### config.mk
export PLATFORM = sky130hd
export DESIGN_NAME = alu_responder
export DESIGN_NICKNAME = d
export VERILOG_FILES = /design/src/rtl/alu_responder.sv
export SDC_FILE = /design/constraint.sdc
export NUM_CORES = 1
export LEC_CHECK = 0
export CAP_MARGIN = 0
export CORE_MARGIN = 8
export CORE_UTILIZATION = 52
export CTS_BUF_LIST = sky130_fd_sc_hd__clkbuf_2
export DETAILED_ROUTE_END_ITERATION = 6
export GPL_TIMING_DRIVEN = 0
export MAX_ROUTING_LAYER = met4
export PLACE_DENSITY = 0.73
export SKIP_LAST_GASP = 1
export SLEW_MARGIN = 20
export SYNTH_ARGS = -nofsm -noshare
export SYNTH_HDL_FRONTEND = slang
export SYNTH_SLANG_ARGS = --single-unit
### constraint.sdc
create_clock -name clk -period 7.4 [get_ports clk]
set_clock_uncertainty 0.15 [all_clocks]
set_input_delay 1.11 -clock clk [delete_from_list [all_inputs] [get_ports clk]]
set_output_delay 1.11 -clock clk [all_outputs]
set_load 0.005 [all_outputs]
### src/rtl/alu_responder.sv
// Execution side of the ALU start/done protocol: accepts one add/and/xor/mul
// request at a time and answers each with a single-cycle done pulse.
module alu_responder #(
  parameter int MUL_LATENCY = 3
) (
  input  logic        clk,
  input  logic        reset_n,
  input  logic        start,
  input  logic [7:0]  A,
  input  logic [7:0]  B,
  input  logic [2:0]  op_set,
  output logic        done,
  output logic [15:0] result,
  output logic [1:0]  dbg_state
);

  // Handshake: start is valid and is held by the requester until it sees done.
  // A request is taken only in IDLE; done is high for exactly one cycle per
  // accepted add/and/xor/mul, and start is ignored while BUSY or DONE.

  typedef enum logic [1:0] {
    S_IDLE = 2'd0,
    S_BUSY = 2'd1,
    S_DONE = 2'd2
  } state_t;

  localparam logic [2:0] OP_ADD = 3'b001;
  localparam logic [2:0] OP_AND = 3'b010;
  localparam logic [2:0] OP_XOR = 3'b011;
  localparam logic [2:0] OP_MUL = 3'b100;
  localparam logic [2:0] OP_RST = 3'b111;

  localparam logic [2:0] CNT_INIT = 3'(MUL_LATENCY - 1);

  state_t      state_q, state_d;
  logic [2:0]  cnt_q, cnt_d;
  logic [7:0]  a_q, a_d;
  logic [7:0]  b_q, b_d;
  logic [2:0]  op_q, op_d;
  logic [15:0] prod_q, prod_d;
  logic [15:0] result_q, result_d;
  logic        done_q, done_d;
  logic        clr_q, clr_d;

  always_ff @(posedge clk) begin
    if (!reset_n) begin
      state_q  <= S_IDLE;
      cnt_q    <= 3'd0;
      a_q      <= 8'h00;
      b_q      <= 8'h00;
      op_q     <= 3'b000;
      prod_q   <= 16'h0000;
      result_q <= 16'h0000;
      done_q   <= 1'b0;
      clr_q    <= 1'b0;
    end else begin
      state_q  <= state_d;
      cnt_q    <= cnt_d;
      a_q      <= a_d;
      b_q      <= b_d;
      op_q     <= op_d;
      prod_q   <= prod_d;
      result_q <= result_d;
      done_q   <= done_d;
      clr_q    <= clr_d;
    end
  end

  always_comb begin
    state_d  = state_q;
    cnt_d    = cnt_q;
    a_d      = a_q;
    b_d      = b_q;
    op_d     = op_q;
    prod_d   = prod_q;
    result_d = result_q;
    done_d   = 1'b0;
    clr_d    = 1'b0;

    // rst_op clears result one edge after it is taken
    if (clr_q) result_d = 16'h0000;

    case (state_q)
      S_IDLE: begin
        if (start) begin
          case (op_set)
            OP_ADD, OP_AND, OP_XOR: begin
              a_d     = A;
              b_d     = B;
              op_d    = op_set;
              state_d = S_DONE;
            end
            OP_MUL: begin
              a_d     = A;
              b_d     = B;
              op_d    = op_set;
              cnt_d   = CNT_INIT;
              state_d = S_BUSY;
            end
            OP_RST:  clr_d = 1'b1;
            default: ;
          endcase
        end
      end

      S_BUSY: begin
        // operand registers feed a product register; result takes the product
        prod_d = 16'(a_q) * 16'(b_q);
        if (cnt_q == 3'd0) begin
          result_d = prod_q;
          done_d   = 1'b1;
          state_d  = S_IDLE;
        end else begin
          cnt_d = cnt_q - 3'd1;
        end
      end

      S_DONE: begin
        case (op_q)
          OP_ADD:  result_d = 16'(a_q) + 16'(b_q);
          OP_AND:  result_d = {8'h00, a_q & b_q};
          OP_XOR:  result_d = {8'h00, a_q ^ b_q};
          default: result_d = result_q;
        endcase
        done_d  = 1'b1;
        state_d = S_IDLE;
      end

      default: state_d = S_IDLE;
    endcase
  end

  assign done      = done_q;
  assign result    = result_q;
  assign dbg_state = state_q;

endmodule

==> results of run 1 <==
==> final cells by class <==
class	instances	area [sq um]
Buffer	18	76.3
Clock buffer	9	45.0
Clock inverter	6	106
Fill cell	818	3590
Inverter	60	225
Multi-Input combinational cell	424	3480
Sequential cell	58	1160
Tap cell	129	161
Timing Repair Buffer	40	400
==> state kept, by name, summed over array words and instances, names as in the netlist <==
register,count
result,16
clr_q,1
cnt_q,3
done,1
op_q,3
prod_q,16
dbg_state,2
b_q,8
a_q,8
==> power groups by stage <==
stage                     sequential [mW]  clock, mW  combinational (mW)
after floorplan                     0.340          0              0.0932
after global placement              0.347          0               0.136
after detailed placement            0.347          0               0.138
after CTS                           0.341      0.276               0.140
after global routing                0.343      0.282               0.156
final                               0.341      0.269               0.140
==> per-layer routing <==
layer  routed length (microns)  part of all wire (%)  track usage, %
met3                       519                   4.1            3.49
met2                      6330                    49            34.5
met4                       253                   2.0            6.39
met1                      5710                    45            25.4
met5                         0                     0               -
==> critical path: stages, from the launching register on <==
cell and delay [ns]:
sky130_fd_sc_hd__dfxtp_1 0.59, sky130_fd_sc_hd__ha_1 0.41, sky130_fd_sc_hd__fa_1 0.47, sky130_fd_sc_hd__fa_1 0.48
sky130_fd_sc_hd__fa_1 0.56, sky130_fd_sc_hd__inv_1 0.06, sky130_fd_sc_hd__fa_1 0.53, sky130_fd_sc_hd__inv_1 0.06
sky130_fd_sc_hd__ha_1 0.27, sky130_fd_sc_hd__clkbuf_1 0.26, sky130_fd_sc_hd__o21ai_0 0.20, sky130_fd_sc_hd__a211oi_1 0.25
sky130_fd_sc_hd__o31ai_1 0.11, sky130_fd_sc_hd__mux2_2 0.27, sky130_fd_sc_hd__o211ai_1 0.08
==> layout by cell type, fill, tap and decap left out, drive strengths merged, types with 7 or more instances in the layout <==
cell,n
inv,60
dfxtp,58
nor2,55
and2,51
ha,49
clkdlybuf4s50,40
fa,37
nand2,36
mux2i,28
clkbuf,19
a21oi,18
o21ai,14
a22oi,14
nand3,9
buf,8
nor2b,7
nand4,7
==> kinds of logic after synthesis <==
group / after synthesis / share of synthesized area, %
xor+xnor: 6 / 1.06
flops: 58 / 23.5
buf+inv: 78 / 6.10
mux: 31 / 6.36
simple gates: 189 / 19.6
compound gates: 112 / 16.0
fa+ha+maj: 86 / 27.4
==> worst paths after layout <==
path | endpoint | start | cells past startpoint | slack (ns)
max | prod_q[13] | a_q[4] | 14 | 2.58
min | cnt_q[0] | cnt_q[0] | 2 | 0.34
max reg2reg | prod_q[13] | a_q[4] | 14 | 2.58
min reg2reg | cnt_q[0] | cnt_q[0] | 2 | 0.34
==> impl_metrics.env, run 1 <==
export IMPL_status="finished clean"
export IMPL_p_sw_share_pct=30.1
export IMPL_die_area_sq_um=12900
export IMPL_grt_ovfl_total=0
export IMPL_number_of_synthesized_flops_with_an_enable_pin=0
export IMPL_insertedDiodeCount=0
export IMPL_required_ns=7.69
export IMPL_achievable_frequency_mhz=208
export IMPL_synthArstFlopShare_pct=0
export IMPL_yosys_cell_count_top_type="sky130_fd_sc_hd__inv_1"
export IMPL_nNetsFinal=719
export IMPL_finalInstanceArea_sq_um=5650
export IMPL_worstPathMaxFanout=9
export IMPL_worst_skew_pair_late_latency_ns=0.50
export IMPL_synth_seq_area_share_pct=23.5
export IMPL_holdBufCountCts=0
export IMPL_global_route_usage_total_pct=20.8
export IMPL_finalSetupViolCount=0
export IMPL_count_of_input_and_output_buffers=40
export IMPL_timing_max_slew_rel_slack_pct=49.2
export IMPL_timing_critical_path_to_type="flop"
export IMPL_min_period_over_period_pct=65.1
export IMPL_synth_cell_area_sq_um=4940
export IMPL_synth_largest_type_area_fraction_pct=23.5
export IMPL_worst_ir_drop_vdd_mv=0.0841
export IMPL_wl_per_cell_microns=17.2
export IMPL_switching_power_mw=0.226
export IMPL_dr_total_vias=4250
export IMPL_postSynth_topFlopCell="sky130_fd_sc_hd__dfxtp_1"
export IMPL_drc_marker_count_from_the_first_detailed_route_iteration=203
export IMPL_tightestPinTransition_ns=0.761
export IMPL_first_pass_iters=5
export IMPL_cts_sinks=58
export IMPL_core_sq_um=9240
export IMPL_final_hold_slack_ns=0.338
export IMPL_yosys_top_cells_area="sky130_fd_sc_hd__dfxtp_1 23%, sky130_fd_sc_hd__fa_1 15%, sky130_fd_sc_hd__ha_1 12%"
export IMPL_cts_setup_buffers=0
export IMPL_post_cts_resized=0
export IMPL_yosys_area_top_type="sky130_fd_sc_hd__dfxtp_1"
export IMPL_setup_tns_final_ns=0
export IMPL_hold_fails_final_rpt=0
export IMPL_grt_pass1_vias=4206
export IMPL_crit_type="flop to flop"
export IMPL_die_w_microns=113
export IMPL_syn_instance_count=560
export IMPL_grt_pass1_wl_microns=20900
export IMPL_final_cells=744
export IMPL_comb_power_share_pct=18.7
export IMPL_vias_per_cell=5.71
export IMPL_post_route_util_pct=61.2
export IMPL_syn_nets=668
export IMPL_crit_path_start_kind="flop"
export IMPL_power_density_nw_per_um2=133
export IMPL_sequential_share_of_power_pct=45.4
export IMPL_clock_tree_from_tritoncts="built"
export IMPL_cell_area_placed_sq_um=5500
export IMPL_maxSlewViolCount=0
export IMPL_ff_latch_count_synth=58
export IMPL_min_period_ns=4.82
export IMPL_ys_warnings_count=0
export IMPL_pre_cts_ws_ns=2.65
export IMPL_post_synth_most_frequent_cells="60 x sky130_fd_sc_hd__inv_1, 58 x sky130_fd_sc_hd__dfxtp_1, 55 x sky130_fd_sc_hd__nor2_1"
export IMPL_grt_start_max_net_pins=11
export IMPL_max_cap_viol_count=0
export IMPL_leakage_nw=2.53
export IMPL_drc_errors=0
export IMPL_htree_num_levels=3
export IMPL_setup_ws_ns=2.58
export IMPL_floorplan_io_pins=41
export IMPL_post_cts_clock_slew_at_the_launch_and_capture_registers_of_the_worst_setup_and_hold_paths_ns=0.17
export IMPL_pwr_share_clk_pct=35.9
export IMPL_critical_path_arrival_ns=5.11
export IMPL_flow_area_growth_from_synthesis_pct=14.4
export IMPL_p_int_mw=0.525
export IMPL_ant_nets=0
export IMPL_layout_cells_sized_above_1_pct=4.55
export IMPL_routabilityCongestion=0.903
export IMPL_cts_root_buffer="sky130_fd_sc_hd__clkbuf_2"
export IMPL_rsz0062_at_grt="no"
export IMPL_detailed_place_hpwl_microns=10000
export IMPL_synth_cell_types=62
export IMPL_syn_area_per_cell_sq_um=8.82
export IMPL_antenna_violations_before_repair=0
export IMPL_num_rows=35
export IMPL_total_power_mw=0.751
export IMPL_detail_route_wirelength_microns=12800
export IMPL_die_height_microns=113
export IMPL_floorplan_initialDensity_pct=53.5
export IMPL_placed_cells_incl_taps=729
export IMPL_tritoncts_buffer_count=9
export IMPL_min_path_type="flop to flop"
export IMPL_ctsLongestPathBuffers=2
(Power assumes the default switching activity.)
==> run 2: changes to the inputs <==
Clock period 7.4 ns to 4.9 ns, I/O delays scaled along.
==> impl_metrics.env, run 2 (synthesized netlist as in run 1, its figures left out) <==
export IMPL_detailed_place_hpwl_microns=10000
export IMPL_die_w_microns=113
export IMPL_power_density_nw_per_um2=200
export IMPL_rsz0062_at_grt="no"
export IMPL_crit_type="flop to flop"
export IMPL_final_common_cell="sky130_fd_sc_hd__inv_1"
export IMPL_hold_fails_final_rpt=0
export IMPL_global_route_usage_total_pct=20.8
export IMPL_hold_depth=2
export IMPL_setup_reg_to_reg_worst_slack_ns=0.28
export IMPL_insertedDiodeCount=0
export IMPL_ctsLongestPathBuffers=2
export IMPL_max_cap_viol_count=0
export IMPL_required_ns=5.17
export IMPL_holdBufCountCts=0
export IMPL_dr_total_vias=4229
export IMPL_count_of_input_and_output_buffers=40
export IMPL_final_cells=744
export IMPL_worstPathCellList="and2_1, fa_1, fa_1, fa_1, inv_1, fa_1, inv_1, ha_1, clkbuf_1, a21oi_1, nand2_1, a221oi_1, a21boi_0, o31ai_1"
export IMPL_setup_tns_final_ns=0
export IMPL_mostFrequentLayoutCells="60 x sky130_fd_sc_hd__inv_1, 55 x sky130_fd_sc_hd__nor2_1, 50 x sky130_fd_sc_hd__and2_1, 50 x sky130_fd_sc_hd__dfxtp_1, 48 x sky130_fd_sc_hd__ha_1"
export IMPL_hold_path_startpoint="cnt_q[0]"
export IMPL_cts_root_buffer="sky130_fd_sc_hd__clkbuf_2"
export IMPL_tightestPinTransition_ns=0.800
export IMPL_wl_per_cell_microns=17.3
export IMPL_final_seq_area_sq_um=1170
export IMPL_core_sq_um=9240
export IMPL_routabilityCongestion=0.903
export IMPL_achievable_frequency_mhz=216
export IMPL_multi_input_comb_area_sq_um=3480
export IMPL_ant_nets=0
export IMPL_cts_sinks=58
export IMPL_grt_ovfl_total=0
export IMPL_post_cts_clock_slew_at_the_launch_and_capture_registers_of_the_worst_setup_and_hold_paths_ns=0.17
export IMPL_num_rows=35
export IMPL_timing_max_slew_rel_slack_pct=46.5
export IMPL_detail_route_wirelength_microns=12800
export IMPL_die_height_microns=113
export IMPL_cpMaxStageDelayCell="sky130_fd_sc_hd__fa_1"
export IMPL_drc_marker_count_from_the_first_detailed_route_iteration=228
export IMPL_status="finished clean"
export IMPL_drc_errors=0
export IMPL_grt_pass1_vias=4206
export IMPL_terminus_of_the_critical_flop_to_flop_path="prod_q[14]"
export IMPL_floorplan_initialDensity_pct=53.5
export IMPL_worstPathMaxFanout=9
export IMPL_min_path_type="flop to flop"
export IMPL_hold_path_endpoint="cnt_q[0]"
export IMPL_clock_tree_from_tritoncts="built"
export IMPL_tritoncts_buffer_count=9
export IMPL_critical_path_arrival_ns=4.89
export IMPL_flow_area_growth_from_synthesis_pct=14.7
export IMPL_htree_num_levels=3
export IMPL_min_period_over_period_pct=94.3
export IMPL_antenna_violations_before_repair=0
export IMPL_worst_reg2reg_path_length_in_cells=14
export IMPL_vias_per_cell=5.68
export IMPL_nNetsFinal=719
export IMPL_crit_path_start_kind="flop"
export IMPL_crit_top_cell="sky130_fd_sc_hd__fa_1"
export IMPL_worst_skew_pair_late_latency_ns=0.49
export IMPL_placed_cells_incl_taps=729
export IMPL_finalSetupViolCount=0
export IMPL_grt_pass1_wl_microns=20900
export IMPL_regToRegStartpoint="a_q[5]"
export IMPL_first_pass_iters=4
export IMPL_layout_cells_sized_above_1_pct=6.02
export IMPL_die_area_sq_um=12900
export IMPL_leakage_nw=2.53
export IMPL_grt_start_max_net_pins=11
export IMPL_nFillCells=822
export IMPL_min_period_ns=4.62
export IMPL_cpPeakStageDelay_ns=0.55
export IMPL_worst_ir_drop_vdd_mv=0.127
export IMPL_timing_critical_path_to_type="flop"
export IMPL_floorplan_io_pins=41
export IMPL_maxSlewViolCount=0
-- run 2: cell counts in the layout (fill, tap and decap cells not counted) --
Identical to the previous run, type by type.
-- run 2: worst max path at each step --
stage                     startpoint         end  slack (ns)  cells past startpoint
after global placement        a_q[4]  prod_q[13]        0.23                     14
after CTS                     a_q[4]  prod_q[13]        0.11                     14
after floorplan               a_q[4]  prod_q[13]        0.63                     14
final                         a_q[5]  prod_q[14]        0.28                     14
after global routing          a_q[5]  prod_q[14]        0.02                     14
after detailed placement      a_q[4]  prod_q[13]        0.15                     14
-- run 2: metal layers --
metal / vias to the layer above / track usage (%) / part of all wire, %
met3: 16 / 3.49 / 3.8
met4: 0 / 6.39 / 1.9
li1: 2037 / - / -
met2: 99 / 34.5 / 49
met5: - / - / 0
met1: 2077 / 25.4 / 45
-- run 2: cell type report --
type / count / area share, %
Buffer: 18 / 1.35
Timing Repair Buffer: 40 / 7.07
Clock buffer: 9 / 0.795
Multi-Input combinational cell: 424 / 61.4
Sequential cell: 58 / 20.7
Clock inverter: 6 / 1.88
Inverter: 60 / 3.97
Tap cell: 129 / 2.85
-- run 2: worst max-delay path: cells and delay by family (launching register included) --
kind	cells	cell delay, ns
flip-flops	1	0.45
buffers and inverters	3	0.30
AO/OA/AOI/OAI	4	0.92
adder cells (fa/ha/maj)	5	2.37
AND/OR/NAND/NOR	2	0.35
-- run 2: through the flow --
stage / hold WS [ns] / instance area, sq um / total power [mW] / utilization [%] / worst slack [ns]
6_report: 0.338 / 5670 / 1.14 / 61.3 / 0.280
3_5_place_dp: 0.322 / 5500 / 0.733 / 59.6 / 0.151
4_1_cts: 0.343 / 5650 / 1.14 / 61.2 / 0.112
2_1_floorplan: 0.276 / 4940 / 0.654 / - / 0.631
5_1_grt: 0.362 / 5670 / 1.18 / 61.3 / 0.0240
3_3_place_gp: 0.310 / 5500 / 0.730 / 59.6 / 0.229
-- run 2: what timing repair did --
action / in CTS / in global routing
resized for setup: 0 / 9
buffers inserted: 0 / 0
endpoints found under the setup margin: 0 / 5
-- run 2: power breakdown --
group,leakage [nW],switching (mW),internal (mW)
sequential,0.473,0.0282,0.488
clock,0.0854,0.191,0.215
combinational,1.97,0.122,0.0907
total,2.53,0.342,0.794
